`config.mk`:
```
export PLATFORM = sky130hd
export DESIGN_NAME = stat_controller
export DESIGN_NICKNAME = d
export VERILOG_FILES = /design/src/rtl/stat_controller.sv
export SDC_FILE = /design/constraint.sdc
export NUM_CORES = 1
export LEC_CHECK = 0
export BUFFER_PORTS_ARGS = -buffer_cell sky130_fd_sc_hd__buf_2
export CORE_MARGIN = 2
export CORE_UTILIZATION = 46
export CTS_BUF_LIST = sky130_fd_sc_hd__clkbuf_2 sky130_fd_sc_hd__clkbuf_4 sky130_fd_sc_hd__clkbuf_8
export DETAILED_ROUTE_END_ITERATION = 12
export PLACE_DENSITY = 0.78
export REMOVE_ABC_BUFFERS = 1
export SYNTH_ARGS = -nofsm -noshare
export SYNTH_HDL_FRONTEND = slang
export SYNTH_SLANG_ARGS = --single-unit
```
`constraint.sdc`:
```
create_clock -name clk -period 2.8 [get_ports clk]
set_input_delay 0.56 -clock clk [delete_from_list [all_inputs] [get_ports clk]]
set_output_delay 0.56 -clock clk [all_outputs]
set_load 0.05 [all_outputs]
```
`src/rtl/stat_controller.sv`:
```
// stat_controller: STAT (FF41) / LYC (FF45) registers, LY=LYC flag,
// edge-blocked STAT interrupt and VBlank interrupt as one-cycle pulses.
module stat_controller #(
    parameter logic [15:0] STAT_ADDR = 16'hFF41,
    parameter logic [15:0] LYC_ADDR  = 16'hFF45
) (
    input  logic        clk,
    input  logic        reset,
    input  logic        slow_clk_en,
    input  logic        ppu_enable,
    input  logic [7:0]  ly,
    input  logic [1:0]  mode,
    input  logic [15:0] cpu_addr,
    input  logic [7:0]  cpu_wdata,
    input  logic        cpu_we,
    output logic [7:0]  cpu_rdata,
    output logic        stat_irq,
    output logic        vblank_irq
);
    logic [3:0] stat_en;
    logic [7:0] lyc;
    logic       coinc;
    logic       stat_line_prev;
    logic [1:0] mode_prev;
    logic       stat_line;
    logic       stat_hit;
    logic       lyc_hit;

    assign stat_hit = cpu_addr == STAT_ADDR;
    assign lyc_hit  = cpu_addr == LYC_ADDR;

    always_comb begin
        stat_line = ppu_enable & ((stat_en[0] & (mode == 2'd0)) |
                                  (stat_en[1] & (mode == 2'd1)) |
                                  (stat_en[2] & (mode == 2'd2)) |
                                  (stat_en[3] & coinc));
        cpu_rdata = stat_hit ? {1'b1, stat_en, coinc, mode} : lyc_hit ? lyc : 8'h00;
    end

    // Line and coinc are evaluated from pre-write register values, so a write
    // landing on a tick only takes effect at the following tick.
    always_ff @(posedge clk) begin
        if (reset) begin
            stat_en        <= 4'd0;
            lyc            <= 8'd0;
            coinc          <= 1'b0;
            stat_line_prev <= 1'b0;
            mode_prev      <= 2'd0;
            stat_irq       <= 1'b0;
            vblank_irq     <= 1'b0;
        end else begin
            stat_irq   <= 1'b0;
            vblank_irq <= 1'b0;
            if (cpu_we && stat_hit)
                stat_en <= cpu_wdata[6:3];
            if (cpu_we && lyc_hit)
                lyc <= cpu_wdata;
            if (slow_clk_en)
                coinc <= ly == lyc;
            if (!ppu_enable) begin
                stat_line_prev <= 1'b0;
                mode_prev      <= 2'd0;
            end else if (slow_clk_en) begin
                stat_irq       <= stat_line & ~stat_line_prev;
                stat_line_prev <= stat_line;
                vblank_irq     <= (mode == 2'd1) && (mode_prev != 2'd1);
                mode_prev      <= mode;
            end
        end
    end
endmodule
```
Word-level counts from Yosys, hierarchy flattened
Cells that the tools add are included.

Output and inout port bits: 10. Memories kept: 0. Memory bits (read-only): 0. Register bits: 18. Logic and storage cells: 33. Bits in latches: 0. Bits in writable memories: 0.

Equality and inequality tests: 6. Bitwise operators: 12. Reduce and logical (&&, ||, !) cells: 6. $lt $le $gt $ge: 0. $add $sub $neg: 0. Div/mod/pow operators: 0. Mux-type cells: 2. Multiply operators: 0. Shift-type cells: 0.

Operator list (number): == test 16 bit, second input constant (2); two-way mux 8 bit (2); == test 8 bit (1); AND 1 bit (6); logical AND 1 bit (3); NOT 1 bit (3); OR 1 bit (3); OR reduction 3 bit (1); == test 2 x 1 -> 1 bit, second input constant (1); == test 2 bit, second input constant (1); logical NOT 2 bit (1); inequality test 2 x 1 -> 1 bit, second input constant (1); OR reduction 2 bit (1).

Logic depth before layout (Yosys ltp)
Gate-level depths: netlist of the first run.

Word-level depth: 7. Gate-level depth with buffers: 5.

Worst setup path after synthesis of the first run
Ideal clock, no wire load.

Path kind: input to output. From: in cpu_addr[4]. To: out cpu_rdata[7]. Stages on the path: 4. Path slack: -358 ps. Arrival time: 2598 ps. Path buffers: 1. Cell sequence: or4b_4 -> or4_4 -> buf_6 -> a21oi_1.

Longest elaborated chain between the ends: 3. Elaborated cells on any way between the ends: 4. Classes of those cells: 2 x eq/ne; 2 x mux.

Ends and longest elaborated chain: start, declared (line 13) `input logic [15:0] cpu_addr,`; == test 16 bit (line 30) `assign lyc_hit = cpu_addr == LYC_ADDR;`; two-way mux 8 bit (line 37) `cpu_rdata = stat_hit ? {1'b1, stat_en, coinc, mode} : lyc_hit ? lyc : 8'h00;`; two-way mux 8 bit (*) (line 37); end, declared (line 16) `output logic [7:0] cpu_rdata,`.

Mark *: on every way between the ends. The rest lies on a longest branch, timed or not.

Worst setup path in the final report of the first run
From: in cpu_addr[4]. To: out cpu_rdata[2].

The elaborated chain is that of the path after synthesis.

==> summary.txt, run 1 <==
CTS Buf Count: 3
I/O pin count: 49
Port Buf Inserts: 48
DR iter-0 viols: 22
Synth warn: 0
Number of clock sinks: 18
Setup CP Type: in -> out
Cell accounting for the most synthesized area: dfxtp_1
DR WL/cell: 13.8 µm
Register area share after synthesis: 37.5%
Die Area: 0.00247 mm²
Delay-heaviest family, CP: simple AND/OR/NAND/NOR gates
Placer Congestion: 0.784
Pwr Total: 0.000479 W
Crit share post-route: 97.9%
Antenna viol nets, final: 0
Unique masters post-synth: 29
Mean area per synthesized cell: 8.82 µm²
Largest net degree at the start of global routing: 18
Clk root buf: clkbuf_4
Cell mode on critical path: buf_6
# nets final: 198
Largest cells by area after synthesis: dfxtp_1, a21oi_1, nand4_1, a22o_1, xor2_1
Hold Crit Class: reg -> reg
Fillers: 191
Clock Latency Late Sink: 0.30 ns
Number of antenna violations at the first check in global routing: 0
Peak Freq: 365 MHz
Synth Register Bits: 18
Max_cap viols: 0
H-tree Lvls: 1
Outcome: complete, no violations
CP max stage delay: 0.53 ns
Row count: 16
Tmin final: 2.74 ns
Final hold vios: 0
Setup-failing EPs final: 0
DRC: 0
Hpwl dp: 1990 µm
Max Slew Vio Count: 0
Initial core utilization: 49.0%
Mapped Cells: 109
CP Capture Type: primary output
Die Ht: 49.7 µm
CP required: 2.24 ns
Startpoint Class: input port
Fin Setup TNS: 0 ns
VDD IR max: 0.285 mV
Clock Pin Slew Worst Setup and Hold Paths: 0.10 ns
Static leakage: 0.551 nW
Total grt overflow: 0
Global-route wire length before repair: 3860 µm
Critical-path maximum fanout: 7
CTS tree: yes
Clock buffer depth: 2
Synthesized cell area: 961 µm²
Vias per cell: 5.67
GR Util All Layers: 20.3%
Vias: 1049
Core ar.: 0.00196 mm²
Diode count: 0
Die X: 49.7 µm
Vias in the first global route: 880
Least-Margin Pin Slew: 0.279 ns
Share of layout cells above drive strength 1: 37.3%
Slowest library cell on the worst path: or4b_4
WP buf/inv: 2
Pre-antenna DRT Iters: 4
Worst-path cell chain: buf_6, or4b_4, or4_4, nor2_4, a22o_1, buf_6
Normalized max-slew margin: 81.3%
Post-Route Skew: 0.00181 ns
CP arrival: 2.18 ns
Share of the synthesized area in the top cell type: 37.5%
Power Density: 365 mW/mm²
Final WL: 2550 µm
RSZ-0062 raised after global routing: false
Area Growth Syn to Fin: 36.8%
routing by layer:
| metal | track usage, % | vias to the layer above | wire, µm |
|---|---|---|---|
| li1 | - | 512 | - |
| met1 | 23.2 | 482 | 1030 |
| met2 | 35.6 | 49 | 1280 |
| met3 | 6.06 | 6 | 192 |
| met4 | 7.41 | 0 | 55 |
| met5 | 0 | - | 0 |
worst reg2reg max path, cell delays in order (launching register included):
cell	delay, ns
dfxtp_1	0.37
xor2_1	0.18
nor4_1	0.27
nand4_1	0.12
o21ai_0	0.07
area by class of cell:
cell class,instances,area (µm²),share of cell area [%]
Inverter,2,7.51,0.571
Timing Repair Buffer,51,315,24.0
Clock buffer,4,36.3,2.76
Tap cell,27,33.8,2.57
Multi-Input combinational cell,83,562,42.7
Sequential cell,18,360,27.4
synth_stat cells (all sizes together):
| cell | number |
|---|---|
| and2 | 1 |
| mux2i | 3 |
| buf | 2 |
| xor2 | 7 |
| o211ai | 1 |
| and4b | 1 |
| or4 | 1 |
| inv | 2 |
| nand3b | 2 |
| nor3 | 1 |
| nor4 | 2 |
| clkbuf | 4 |
| dfxtp | 18 |
| nand2b | 4 |
| nand4 | 10 |
| or4b | 1 |
| a22o | 7 |
| xnor2 | 1 |
| a21oi | 14 |
| nand4b | 5 |
| nand2 | 2 |
| nand3 | 1 |
| nor2 | 4 |
| o21ai | 14 |
| nor2b | 1 |
logic make-up after synthesis:
| family | count (synthesis) | synth area share (%) |
|---|---|---|
| compound gates | 36 | 21.7 |
| simple gates | 36 | 26.3 |
| flops | 18 | 37.5 |
| xor+xnor | 8 | 7.29 |
| buf+inv | 8 | 4.04 |
| mux | 3 | 3.13 |
per-stage QoR:
stage               std cells  hold slack [ns]  utilization (%)  setup WS (ns)  cell area (µm²)
floorplan                 103            0.392                -         -0.380              930
global placement          181            0.402             62.5         -0.133             1230
detailed placement        181            0.420             62.5         -0.159             1230
CTS                       185            0.436             66.7         0.0106             1310
global route              185            0.471             67.0        0.00710             1320
finish                    185            0.428             67.0         0.0582             1320
sequential cells by signal, indices dropped and copies added (netlist names):
| signal | cells |
|---|---|
| vblank_irq | 1 |
| stat_irq | 1 |
| coinc | 1 |
| stat_line_prev | 1 |
| stat_en | 4 |
| mode_prev | 2 |
| lyc | 8 |
repair_timing:
action,4_1_cts,5_1_grt
gates resized for setup,15,1
buffers inserted,0,0
endpoints found under the setup margin,8,8
hold buffers,0,0
pin swaps,3,2
power breakdown:
group / switching (W) / internal (W) / leakage, nW
Combinational: 0.0000300 / 0.0000292 / 0.385
Sequential: 0.000000554 / 0.000257 / 0.145
Clock: 0.0000833 / 0.0000793 / 0.0210
Total: 0.000114 / 0.000366 / 0.551
path summary, 6_finish.rpt:
| check | startpoint | end | slack [ns] | cells after the start |
|---|---|---|---|---|
| worst max register to register | lyc[1] | coinc | 1.73 | 4 |
| worst min register to register | stat_line_prev | stat_irq | 0.43 | 1 |
| worst max-delay path | cpu_addr[4] | cpu_rdata[2] | 0.06 | 6 |
| worst min-delay path | stat_line_prev | stat_irq | 0.43 | 1 |
cell usage in the layout, fill, tap and decap left out, drive strengths merged:
master and instances:
and4b 1, nand2 2, a21oi 14, nor2b 1, nor2 4, nand4 10
or4b 1, a22o 7, nand4b 5, o21ai 14, and2 1, inv 2
dfxtp 18, xnor2 1, nor3 1, nand3 1, mux2i 3, nand2b 4
nor4 2, or4 1, nand3b 2, clkbuf 4, o211ai 1, xor2 7
buf 51
Note: power is estimated with default switching activity, not from simulation.
==> inputs of run 2 (changes only) <==
--- a/config.mk
+++ b/config.mk
@@ -7,10 +7,10 @@
 export LEC_CHECK = 0
 export BUFFER_PORTS_ARGS = -buffer_cell sky130_fd_sc_hd__buf_2
 export CORE_MARGIN = 2
-export CORE_UTILIZATION = 46
+export CORE_UTILIZATION = 50
 export CTS_BUF_LIST = sky130_fd_sc_hd__clkbuf_2 sky130_fd_sc_hd__clkbuf_4 sky130_fd_sc_hd__clkbuf_8
 export DETAILED_ROUTE_END_ITERATION = 12
-export PLACE_DENSITY = 0.78
+export PLACE_DENSITY = 0.87
 export REMOVE_ABC_BUFFERS = 1
 export SYNTH_ARGS = -nofsm -noshare
 export SYNTH_HDL_FRONTEND = slang
==> constraint.sdc (replaced) <==
create_clock -name clk -period 3.22 [get_ports clk]
set_input_delay 0.644 -clock clk [delete_from_list [all_inputs] [get_ports clk]]
set_output_delay 0.644 -clock clk [all_outputs]
set_load 0.05 [all_outputs]
==> run 2 against run 1 <==
  * Die area down 7.4%
  * Sequential share of layout area grew 1.6 points
  * Total power down 20%
  * Clock power down 34%
  * Register-to-register slack better by 0.38 ns
  * Worst hold slack got worse by 0.0022 ns
  * Via count down 3.8%
  * Combinational power is 15% lower
  * Utilization grew 3.3 points
  * Largest power group unchanged
  * Setup slack better by 0.0051 ns
==> summary.txt, run 2 (same netlist as run 1, synthesis figures left out) <==
NetSw: 0.0000898 W
Port Buf Inserts: 48
Top Registers: lyc x8, stat_en x4, mode_prev x2
Fin Setup TNS: 0 ns
Max Slew Vio Count: 0
Vias per cell: 5.57
Critical-path maximum fanout: 7
Delay-heaviest family, CP: simple AND/OR/NAND/NOR gates
Clk root buf: clkbuf_4
Worst-path cell chain: buf_2, or4b_4, or4_4, nor2_4, a22o_1, buf_2
Setup bufs post-CTS: 0
Startpoint Class: input port
Share of layout cells above drive strength 1: 36.5%
Power Density: 307 mW/mm²
Placer Congestion: 0.822
Worst hold path stage count: 1
Antenna viol nets, final: 0
Clock buffer depth: 2
Pre-antenna DRT Iters: 4
Final hold vios: 0
CP required: 2.58 ns
Initial core utilization: 54.5%
Diode count: 0
# resized after CTS: 0
Largest Register: lyc
DR iter-0 viols: 13
CTS Hold Buffers Added: 0
Die X: 47.8 µm
Least-Margin Pin Slew: 0.390 ns
Vias in the first global route: 929
Max_cap viols: 0
CP arrival: 2.51 ns
# nets final: 197
Post-Route Skew: 0.00148 ns
DR WL/cell: 13.5 µm
CTS Buf Count: 3
Normalized max-slew margin: 74.0%
WP buf/inv: 2
Number of antenna violations at the first check in global routing: 0
Area Growth Syn to Fin: 29.2%
Number of clock sinks: 18
Largest net degree at the start of global routing: 18
Core ar.: 0.00176 mm²
Seq pwr share: 58.7%
Largest register FFs: 8
Hold Crit Class: reg -> reg
Vias: 1009
CP max stage delay: 0.61 ns
Die Area: 0.00229 mm²
Commonest non-fill, non-tap cell in the layout: buf_2
DRC: 0
Hpwl dp: 1960 µm
Number of cells after detailed placement: 178
Die Ht: 47.8 µm
RSZ-0062 raised after global routing: false
H-tree Lvls: 1
Cell mode on critical path: buf_2
CP Capture Type: primary output
Row count: 15
Final WL: 2440 µm
Fin cells: 181
R2R cell count: 4
Setup CP Type: in -> out
Most frequent cells in the layout: buf_2, dfxtp_1, a21oi_1
Number of cells on the critical path: 6
Pwr Total: 0.000381 W
Tmin final: 3.16 ns
I/O pin count: 49
Crit share post-route: 98.0%
CTS tree: yes
Slack of the critical path: 0.0634 ns
VDD IR max: 0.197 mV
Peak Freq: 317 MHz
Clock Pin Slew Worst Setup and Hold Paths: 0.09 ns
Combinational share of power: 13.1%
Slowest library cell on the worst path: or4_4
Setup Slack @ Placement: 0.0645 ns
Clk pwr share: 28.1%
Clock Latency Late Sink: 0.28 ns
Setup-failing EPs final: 0
Internal: 0.000291 W
Net Sw Frac: 23.6%
Static leakage: 0.532 nW
Outcome: complete, no violations
Total grt overflow: 0
Global-route wire length before repair: 3840 µm
GR Util All Layers: 24.0%
==> run 2: cell types whose count changed in the layout (fill, tap and decap cells not counted), sizes merged <==
cell | previous run | this run
buf | 51 | 49
==> run 2: metal layers <==
layer	up-vias	share of wire (%)	track usage (%)
li1	511	-	-
met1	458	42	29.0
met2	36	50	42.4
met3	4	6.2	4.53
met4	0	1.3	8.11
met5	-	0	0
==> run 2: layout make-up <==
class | count | area, µm²
Fill cell | 167 | 523
Sequential cell | 18 | 360
Multi-Input combinational cell | 83 | 562
Inverter | 2 | 7.51
Timing Repair Buffer | 50 | 258
Tap cell | 25 | 31.3
Clock buffer | 3 | 22.5
==> run 2: path summary, 6_finish.rpt <==
path / from / to / slack [ns]
setup / recovery: cpu_addr[4] / cpu_rdata[0] / 0.06
setup reg to reg: lyc[4] / coinc / 2.11
hold / removal: stat_line_prev / stat_irq / 0.43
hold reg to reg: stat_line_prev / stat_irq / 0.43
==> run 2: per-stage QoR <==
stage          area (µm²)  utilization (%)  hold WS [ns]
6_report             1240             70.4         0.425
5_1_grt              1240             70.4         0.442
4_1_cts              1240             70.2         0.425
3_5_place_dp         1220             68.9         0.411
3_3_place_gp         1220             68.9         0.408
2_1_floorplan         930                -         0.392
==> run 2: power by group through the flow <==
stage                     sequential (W)  combinational (W)  clock [W]
after CTS                       0.000224          0.0000500   0.000109
after global routing            0.000224          0.0000547   0.000119
after detailed placement        0.000229          0.0000498          0
after floorplan                 0.000230          0.0000135          0
after global placement          0.000229          0.0000482          0
final                           0.000224          0.0000501   0.000107
==> inputs of run 3 (changes only) <==
--- a/config.mk
+++ b/config.mk
@@ -5,12 +5,11 @@
 export SDC_FILE = /design/constraint.sdc
 export NUM_CORES = 1
 export LEC_CHECK = 0
-export BUFFER_PORTS_ARGS = -buffer_cell sky130_fd_sc_hd__buf_2
 export CORE_MARGIN = 2
-export CORE_UTILIZATION = 50
+export CORE_UTILIZATION = 45
 export CTS_BUF_LIST = sky130_fd_sc_hd__clkbuf_2 sky130_fd_sc_hd__clkbuf_4 sky130_fd_sc_hd__clkbuf_8
 export DETAILED_ROUTE_END_ITERATION = 12
-export PLACE_DENSITY = 0.87
+export DONT_BUFFER_PORTS = 1
 export REMOVE_ABC_BUFFERS = 1
 export SYNTH_ARGS = -nofsm -noshare
 export SYNTH_HDL_FRONTEND = slang
==> constraint.sdc (replaced) <==
create_clock -name clk -period 3.3 [get_ports clk]
set_input_delay 0.66 -clock clk [delete_from_list [all_inputs] [get_ports clk]]
set_output_delay 0.66 -clock clk [all_outputs]
set_load 0.05 [all_outputs]
==> run 3 against run 2 <==
  * Clock skew fell by 0.00067 ns
  * Critical path depth fell by 1
  * Via count fell by 13%
  * Sequential share of layout area rose by 2.0 points
  * Setup slack improved by 0.22 ns
  * Sequential power fell by 2%
==> summary.txt, run 3 (same netlist as run 1, synthesis figures left out) <==
Outcome: complete, no violations
Die X: 50.2 µm
Area occupied by multi-input gates: 562 µm²
Largest Register: lyc
DR iter-0 viols: 12
FF-to-FF End: coinc
WP buf/inv: 1
Vias: 877
Number of cells after detailed placement: 140
CTS Buf Count: 3
Vias in the first global route: 842
DR WL/cell: 15.8 µm
R2r setup slk: 2.22 ns
Hpwl dp: 1760 µm
Top Registers: lyc x8, stat_en x4, mode_prev x2
Clock Latency Late Sink: 0.30 ns
CP arrival: 2.35 ns
R2R cell count: 4
Die Area: 0.00252 mm²
Initial core utilization: 48.5%
Post-Route Skew: 0.000814 ns
Delay-heaviest family, CP: simple AND/OR/NAND/NOR gates
Register area: 360 µm²
CP required: 2.64 ns
Clock Pin Slew Worst Setup and Hold Paths: 0.10 ns
Peak Freq: 332 MHz
Worst hold path stage count: 1
Least-Margin Pin Slew: 0.478 ns
Setup Slack @ Placement: 0.292 ns
GR Util All Layers: 19.2%
Area Growth Syn to Fin: 21.0%
Seq pwr share: 58.4%
Min-delay src: reset
Fin cells: 144
Setup bufs post-CTS: 0
Largest register FFs: 8
Die Ht: 50.2 µm
Normalized max-slew margin: 68.1%
Worst flop-to-flop path startpoint: lyc[4]
Most frequent cells in the layout: dfxtp_1, a21oi_1, nand4_1
Slack of the critical path: 0.288 ns
Number of antenna violations at the first check in global routing: 0
Combinational share of power: 4.1%
Fillers: 177
Hold Crit Class: in -> reg
Max Slew Vio Count: 0
Setup-failing EPs final: 0
Commonest non-fill, non-tap cell in the layout: dfxtp_1
Tmin final: 3.01 ns
Final WL: 2270 µm
Share of layout cells above drive strength 1: 15.4%
Vias per cell: 6.09
Static leakage: 0.397 nW
Clk root buf: clkbuf_4
Antenna viol nets, final: 0
CTS Hold Buffers Added: 0
I/O pin count: 49
RSZ-0062 raised after global routing: false
Port Buf Inserts: 0
H-tree Lvls: 1
Final hold vios: 0
NetSw: 0.0000813 W
DRC: 0
CP Capture Type: primary output
Setup CP Type: in -> out
Placer Congestion: 0.820
CP max stage delay: 0.60 ns
Clk pwr share: 37.5%
Critical-path maximum fanout: 7
Row count: 16
Power Density: 323 mW/mm²
CTS tree: yes
Core ar.: 0.00198 mm²
Crit share post-route: 91.3%
VDD IR max: 0.209 mV
Internal: 0.000294 W
Pre-antenna DRT Iters: 4
Net Sw Frac: 21.7%
Hold Slack: 0.406 ns
Global-route wire length before repair: 3650 µm
Number of clock sinks: 18
Largest net degree at the start of global routing: 18
Hold Path End: lyc[7]
Worst-path cell chain: or4b_4, or4_4, nor2_4, a22o_1, buf_12
Slowest library cell on the worst path: or4_4
Startpoint Class: input port
# resized after CTS: 0
# nets final: 157
Diode count: 0
Total grt overflow: 0
Max_cap viols: 0
Util after Layout: 58.6%
Clock buffer depth: 2
[run 3: cell count changes in the layout (fill, tap and decap cells not counted)]
| cell | change |
|---|---|
| buf_12 | +7 |
| clkbuf_4 | -1 |
| buf_2 | -47 |
| clkbuf_8 | +1 |
| buf_4 | +1 |
[run 3: cell type report]
| type | instances | share of cell area [%] |
|---|---|---|
| Clock buffer | 4 | 3.12 |
| Sequential cell | 18 | 31.0 |
| Timing Repair Buffer | 10 | 14.0 |
| Tap cell | 27 | 2.91 |
| Inverter | 2 | 0.646 |
| Multi-Input combinational cell | 83 | 48.3 |
[run 3: how the worst max path moves through the flow]
stage                     slack, ns   startpoint            to  depth (start not counted)
final                          0.29  cpu_addr[4]  cpu_rdata[6]                          5
after global routing           0.25  cpu_addr[4]  cpu_rdata[0]                          5
after CTS                      0.29  cpu_addr[4]  cpu_rdata[6]                          5
after detailed placement       0.29  cpu_addr[4]  cpu_rdata[6]                          5
after global placement         0.32  cpu_addr[4]  cpu_rdata[3]                          5
after floorplan               -0.08  cpu_addr[4]  cpu_rdata[0]                          4
[run 3: power groups by stage]
| stage | Sequential [W] | Clock (W) | Combinational [W] |
|---|---|---|---|
| floorplan | 0.000224 | 0 | 0.0000132 |
| finish | 0.000219 | 0.000141 | 0.0000154 |
| CTS | 0.000219 | 0.000140 | 0.0000154 |
| global route | 0.000219 | 0.000149 | 0.0000168 |
| detailed placement | 0.000224 | 0 | 0.0000153 |
| global placement | 0.000224 | 0 | 0.0000147 |
[run 3: through the flow]
step / setup TNS (ns) / area (µm²) / power (W)
final: 0 / 1160 / 0.000375
after global routing: 0 / 1160 / 0.000385
after CTS: 0 / 1160 / 0.000375
after detailed placement: 0 / 1130 / 0.000240
after floorplan: -0.563 / 930 / 0.000237
after global placement: 0 / 1130 / 0.000239
[run 3: metal layers]
layer  track usage (%)  wire length (µm)  vias to the layer above  share of wire (%)
met5                 0                 0                        -                  0
met2              29.6              1070                       43                 47
li1                  -                 -                      426                  -
met1              24.4               960                      402                 42
met3              5.06               194                        6                8.5
met4              9.72                42                        0                1.8
